$ cat src/rtl/uart_defs.sv
// uart_defs: shared UART constants, FSM encodings and baud select codes
package uart_defs;
    localparam int   DATA_W          = 8;
    localparam logic UART_IDLE_LEVEL = 1'b1;

    localparam logic [2:0] ST_IDLE      = 3'd0;
    localparam logic [2:0] ST_WAIT_TICK = 3'd1;
    localparam logic [2:0] ST_START     = 3'd2;
    localparam logic [2:0] ST_DATA      = 3'd3;
    localparam logic [2:0] ST_PARITY    = 3'd4;
    localparam logic [2:0] ST_STOP      = 3'd5;

    typedef enum logic [2:0] {
        BAUD_300    = 3'b000,
        BAUD_1200   = 3'b001,
        BAUD_2400   = 3'b010,
        BAUD_4800   = 3'b011,
        BAUD_9600   = 3'b100,
        BAUD_19200  = 3'b101,
        BAUD_57600  = 3'b110,
        BAUD_115200 = 3'b111
    } baud_sel_e;
endpackage

$ cat src/rtl/uart_transmitter.sv
// uart_transmitter: serialises one byte per frame (start, 8 data LSB first, optional parity, stop)
// on baud ticks from the baud rate generator; all outputs registered.
module uart_transmitter
    import uart_defs::*;
#(
    parameter int TICKS_PER_BIT = 1,
    parameter bit PARITY_EN     = 1'b1,
    parameter bit PARITY_ODD    = 1'b0
) (
    input  logic              Clk,
    input  logic              reset,
    input  logic              Tx_sample_ENABLE,
    input  logic              Tx_EN,
    input  logic              Tx_WR,
    input  logic [DATA_W-1:0] Tx_DATA,
    output logic              Tx_D,
    output logic              Tx_BUSY,
    output logic              Tx_DONE
);
    localparam int CW = TICKS_PER_BIT > 1 ? $clog2(TICKS_PER_BIT) : 1;

    logic [2:0]        state_q, state_d;
    logic              tx_q, tx_d;
    logic              busy_q, busy_d;
    logic              done_q, done_d;
    logic              par_q, par_d;
    logic [DATA_W-1:0] sh_q, sh_d;
    logic [2:0]        bidx_q, bidx_d;
    logic [CW-1:0]     tcnt_q, tcnt_d;
    logic              in_frame, bit_end;

    assign in_frame = state_q inside {ST_START, ST_DATA, ST_PARITY, ST_STOP};
    assign bit_end  = Tx_sample_ENABLE && tcnt_q == CW'(TICKS_PER_BIT - 1);

    always_comb begin
        state_d = state_q;
        tx_d    = tx_q;
        busy_d  = busy_q;
        done_d  = 1'b0;
        par_d   = par_q;
        sh_d    = sh_q;
        bidx_d  = bidx_q;
        tcnt_d  = tcnt_q;
        if (in_frame && Tx_sample_ENABLE)
            tcnt_d = bit_end ? '0 : tcnt_q + 1'b1;
        case (state_q)
            ST_IDLE: begin
                tx_d = UART_IDLE_LEVEL;
                if (Tx_WR && Tx_EN) begin
                    sh_d    = Tx_DATA;
                    par_d   = ^Tx_DATA ^ PARITY_ODD;
                    busy_d  = 1'b1;
                    state_d = ST_WAIT_TICK;
                end
            end
            // start edge is aligned to the tick phase, not to the write
            ST_WAIT_TICK: if (Tx_sample_ENABLE) begin
                tx_d    = 1'b0;
                tcnt_d  = '0;
                state_d = ST_START;
            end
            ST_START: if (bit_end) begin
                tx_d    = sh_q[0];
                sh_d    = sh_q >> 1;
                bidx_d  = 3'd0;
                state_d = ST_DATA;
            end
            ST_DATA: if (bit_end) begin
                bidx_d = bidx_q + 3'd1;
                if (bidx_q == 3'd7) begin
                    tx_d    = PARITY_EN ? par_q : UART_IDLE_LEVEL;
                    state_d = PARITY_EN ? ST_PARITY : ST_STOP;
                end else begin
                    tx_d = sh_q[0];
                    sh_d = sh_q >> 1;
                end
            end
            ST_PARITY: if (bit_end) begin
                tx_d    = UART_IDLE_LEVEL;
                state_d = ST_STOP;
            end
            ST_STOP: if (bit_end) begin
                tx_d    = UART_IDLE_LEVEL;
                busy_d  = 1'b0;
                done_d  = 1'b1;
                state_d = ST_IDLE;
            end
            default: begin
                tx_d    = UART_IDLE_LEVEL;
                busy_d  = 1'b0;
                state_d = ST_IDLE;
            end
        endcase
    end

    always_ff @(posedge Clk) begin
        if (reset) begin
            state_q <= ST_IDLE;
            tx_q    <= UART_IDLE_LEVEL;
            busy_q  <= 1'b0;
            done_q  <= 1'b0;
            par_q   <= 1'b0;
            sh_q    <= '0;
            bidx_q  <= 3'd0;
            tcnt_q  <= '0;
        end else begin
            state_q <= state_d;
            tx_q    <= tx_d;
            busy_q  <= busy_d;
            done_q  <= done_d;
            par_q   <= par_d;
            sh_q    <= sh_d;
            bidx_q  <= bidx_d;
            tcnt_q  <= tcnt_d;
        end
    end

    assign Tx_D    = tx_q;
    assign Tx_BUSY = busy_q;
    assign Tx_DONE = done_q;
endmodule

$ cat config.mk
export PLATFORM = sky130hd
export DESIGN_NAME = uart_transmitter
export DESIGN_NICKNAME = d
export VERILOG_FILES = /design/src/rtl/uart_defs.sv /design/src/rtl/uart_transmitter.sv
export SDC_FILE = /design/constraint.sdc
export NUM_CORES = 1
export LEC_CHECK = 0
export BUFFER_PORTS_ARGS = -buffer_cell sky130_fd_sc_hd__buf_2
export CAP_MARGIN = 15
export CELL_PAD_IN_SITES_DETAIL_PLACEMENT = 1
export CELL_PAD_IN_SITES_GLOBAL_PLACEMENT = 1
export CORE_ASPECT_RATIO = 0.6
export CORE_MARGIN = 2
export CORE_UTILIZATION = 25
export CTS_CLUSTER_SIZE = 14
export DETAILED_ROUTE_END_ITERATION = 8
export PLACE_DENSITY_LB_ADDON = 0.1
export SLEW_MARGIN = 30
export SYNTH_ARGS = -nofsm -noshare
export SYNTH_HDL_FRONTEND = slang
export SYNTH_SLANG_ARGS = --single-unit
$ cat constraint.sdc
create_clock -name Clk -period 1.8 [get_ports Clk]
set_input_delay 0.18 -clock Clk [delete_from_list [all_inputs] [get_ports Clk]]
set_output_delay 0.18 -clock Clk [all_outputs]
set_load 0.01 [all_outputs]
Word-level counts from Yosys, hierarchy flattened
Index checks and enable logic that the tools add are counted.

$add $sub $neg: 2. Equal/unequal tests: 15. Muxes and demuxes: 29. Bitwise logic cells: 3. Reduce and logical (&&, ||, !) cells: 17.

Operator list (number): 2-to-1 mux 8 bit (4); 2-to-1 mux 3 bit (8); case mux 8 bit (3 select lines) (1); case mux 3 bit (6 select lines) (1); != test 2 bit, second input constant (7); 2-to-1 mux 1 bit (12); equality test 3 bit, second input constant (3); parity 8 bit (1); AND reduction 7 bit (1); equality test 3 x 2 -> 1 bit, second input constant (2); case mux 3 bit (2 select lines) (1); AND reduction 3 bit (2); AND reduction 5 bit (1); != test 2 x 1 -> 1 bit, second input constant (2); case mux 1 bit (4 select lines) (1); AND reduction 4 bit (1); nonzero test 4 bit (1); OR reduction 2 bit (2); OR reduction 4 bit (1); adder 3 x 1 -> 3 bit, second input constant (1); equality test 3 x 1 -> 1 bit, second input constant (1); logical AND 1 bit (3); logical NOT 3 bit (1); inverter 1 bit (3); 5 further kinds (5).

Flip-flop bits (word level): 19. Input port bits: 13. Logic and storage cells: 74.

Longest topological paths before layout
Word-level depth: 6. Gate-level depth with buffers: 7.

Least setup slack after synthesis
No wires, ideal clock.

Path kind: reg-to-reg. Start point: register bidx_q[0]. End point: register sh_q[1]. Setup time: 0.086 ns. Arrival: 1.587 ns. Required time: 1.714 ns. Slack: 0.128 ns. Stages on the path, launching flop included: 8. Path buffers: 1. Cell sequence: dfxtp_1 -> ha_1 -> ha_1 -> and4bb_1 -> o31a_1 -> buf_6 -> nor2_1 -> a211oi_1.

Cells in the longest elaborated chain, start to end: 3.

Ends and longest elaborated chain: start, declared (RTL line uart_transmitter.sv:28) `logic [2:0] bidx_q, bidx_d;`; start signal, assigned (RTL line uart_transmitter.sv:113) `bidx_q <= bidx_d;`; equality test 3 bit (RTL line uart_transmitter.sv:70) `if (bidx_q == 3'd7) begin`; != test 2 bit (no source line); AND reduction 5 bit (no source line); end signal, assigned (RTL line uart_transmitter.sv:103) `sh_q <= '0;`; end signal, assigned (RTL line uart_transmitter.sv:112) `sh_q <= sh_d;`; end, declared (RTL line uart_transmitter.sv:27) `logic [DATA_W-1:0] sh_q, sh_d;`.

No other way between the ends. A chain may end at the register's enable or synchronous reset.

Worst setup path after layout
Start point: register bidx_q[0]. End point: register tx_q, in the netlist Tx_D.

Cells in the longest elaborated chain, start to end: 4.

Ends and longest elaborated chain: equality test 3 bit (RTL line uart_transmitter.sv:70); 2-to-1 mux 1 bit (RTL line uart_transmitter.sv:70); 2-to-1 mux 1 bit (RTL line uart_transmitter.sv:68) `ST_DATA: if (bit_end) begin`; case mux 1 bit (4 select lines) (RTL line uart_transmitter.sv:46) `case (state_q)`; end signal, assigned (RTL line uart_transmitter.sv:108) `tx_q <= tx_d;`; end, declared (RTL line uart_transmitter.sv:23) `logic tx_q, tx_d;`.

No other way between the ends. The select of a mux whose other input is x is not followed.

==> metrics.txt <==
final period utilization=95.5%; CTS hold repair buffers=0; # rows=17; layout cells sized above 1=between 10% and 20%; worst slew pin tran=533 ps; max_cap viols=0; switching share of power=30.2%; endpoint type of the worst setup path=register; Post-synth EDFFs=0; vias in the first global route=approximately 900; pre-CTS setup slack=around 16 ps; DIE WIDTH=about 86 um; GP Congestion=about 0.79; DIE HEIGHT=about 53 um; Post-Syn Instances=roughly 110; worst setup path startpoint=bidx_q[0]; PortBufs=15; Synth top area share=a little under two fifths; DR vias/cell=between 5 and 6; fin util=approximately 32%; core outline area=roughly 3700 um2; 1st-pass router iterations=4; reg-to-reg startpoint=bidx_q[0]; Mapped Nets=between 100 and 150; share of the yosys chip area belonging to registers=between 30% and 40%; total die area=roughly 4500 um2; top cells by count, synth=19 x dfxtp_1, 13 x nor2_1, 9 x a211oi_1; worst hold start=Tx_DATA[7]; hpwl dp=between 2000 and 2500 um; internal power=around 730 uW; Max Clock Freq=0.582 GHz; Crit Path Class=reg -> reg; TritonCTS clock tree=done; CTS buffer count=3; initial antenna violation count=0; final wirelength=2840 um; synthesized area=approximately 1000 um2; Max Fanout on Critical Path=5; TNS Setup=0 ps; Worst Path Arrival=about 1900 ps; Total GRT Usage=between 10% and 20%; Starting DRT DRC Count=41; Via Count=908; Worst VDD drop=roughly 0.27 mV; Worst Slack Setup Final=~81 ps; Final min period=1720 ps; Post-synth top flop=dfxtp_1; DRT antenna net count=0; endpoints failing setup=0; placed cell count=176; Remaining DRCs=0; worst hold margin=approximately 210 ps; Power Dens Cells=~860 nW/um2; IO Count=16; Flop pwr share=46.7%; CTS Buffer Depth=2; area grow syn2layout=21.2%; Mapped Avg Cell Area=roughly 9 um2; P_leak=around 0.46 nW; worst min path class=in -> reg; Reg clk slew, reported paths=70 ps; GRT Residual Overflow=0; asr flop ratio synth=0%; detailed-route wire length per cell=approximately 16 um; ant diodes=0; fin cells=between 150 and 200; Gate power share=a little under a quarter; H-tree Lvls=1; largest net degree at the start of global routing=17; Post-DP Area=approximately 1200 um2; Post-CTS Setup Bufs=0; critical path startpoint category=register; Power Total=between 1 and 1.5 mW; Synth area leader=dfxtp_1; Sw Pwr=~310 uW; most frequent cell after synthesis=dfxtp_1; post-synthesis cell type count=33; skew final=approximately 1.8 ps; status=finished, final reports clean; Rel. slew slack=~64%; fin nets=roughly 150; clock latency on the worst-skew pair=roughly 270 ps; #FFs+latches synth=19; Non-Filler Cell Area, Final=between 1000 and 1500 um2; Clock Tree Root=clkbuf_8; Worst EP required=slightly below 2000 ps; initial core utilization=a little over a quarter; Synth area leaders=dfxtp_1 38%, mux2i_1 7.0%, a211oi_1 6.8%; Slew Limit Fails=0; share of total power in the clock network=between 30% and 40%; Hold Vio Cnt, Final=0; global-route wire length before repair=4860 um; Ys Warns=0; clock sink count=19
[cells in the final DEF, fill, tap and decap left out, drive strengths merged, types with 3 or more instances in the layout]
master | synthesis | routed
a211oi | 9 | 9
a21oi | 8 | 8
buf | 4 | 21
clkbuf | 2 | 4
dfxtp | 19 | 19
inv | 5 | 5
mux2i | 7 | 7
nand2 | 6 | 6
nand3 | 3 | 3
nor2 | 13 | 13
nor2b | 3 | 3
o21ai | 6 | 6
xnor2 | 7 | 7
[kinds of logic (layout without fill, tap and decap cells)]
logic type	count (synthesis)	in the layout	share of synthesized area [%]
buffers and inverters	11	30	5.51
muxes	7	7	7.01
DFF	19	19	38.0
xor gates and xnor gates	7	7	6.13
and+or+nand+nor	37	37	20.0
AOI/OAI and AO/OA	31	31	20.8
adders and majority gates	2	2	2.50
[power groups by stage]
stage / clock [mW] / sequential (mW) / combinational [mW]
2_1_floorplan: 0 / 0.483 / 0.163
3_3_place_gp: 0 / 0.494 / 0.229
3_5_place_dp: 0 / 0.495 / 0.233
4_1_cts: 0.326 / 0.485 / 0.235
5_1_grt: 0.347 / 0.492 / 0.271
6_report: 0.314 / 0.486 / 0.241
[metal layers]
| layer | track usage, % | vias up | wire (um) |
|---|---|---|---|
| met5 | 0 | - | 0 |
| met4 | 5.56 | 0 | 35 |
| met1 | 21.0 | 435 | 1590 |
| li1 | - | 452 | - |
| met2 | 19.7 | 16 | 1090 |
| met3 | 4.21 | 5 | 121 |
[flip-flops by register name, indices dropped and copies added, names as in the netlist, named ones only]
signal / flops
sh_q: 8
state_q: 3
par_q: 1
Tx_D: 1
Tx_BUSY: 1
Tx_DONE: 1
bidx_q: 3
[path summary, 6_finish.rpt]
path / to / slack [ps] / cells after the start
worst min register to register: bidx_q[1] / 470 / 2
worst max-delay path: Tx_D / 80 / 7
worst max register to register: Tx_D / 80 / 7
worst min-delay path: sh_q[7] / 210 / 3
[cell type report]
cell class,instances,area [um2]
multi-input combinational,84,576
timing repair buffer,21,133
tap,47,58.8
sequential,19,380
clock buffer,4,45.0
fill,450,2530
inverter,5,18.8
[worst max-delay path: stages (launching register included)]
cell and delay (ps):
dfxtp_1 330, ha_1 200, ha_1 190, buf_4 150
nand3_1 80, o211ai_1 120, a2111oi_2 410, o21ai_1 120
[timing repair]
| item | in CTS | in global routing |
|---|---|---|
| hold endpoints to repair | 0 | 0 |
| resized for setup | 0 | 4 |
| endpoints found under the setup margin | 0 | 2 |
No activity file was read; power rests on OpenSTA's default activity.
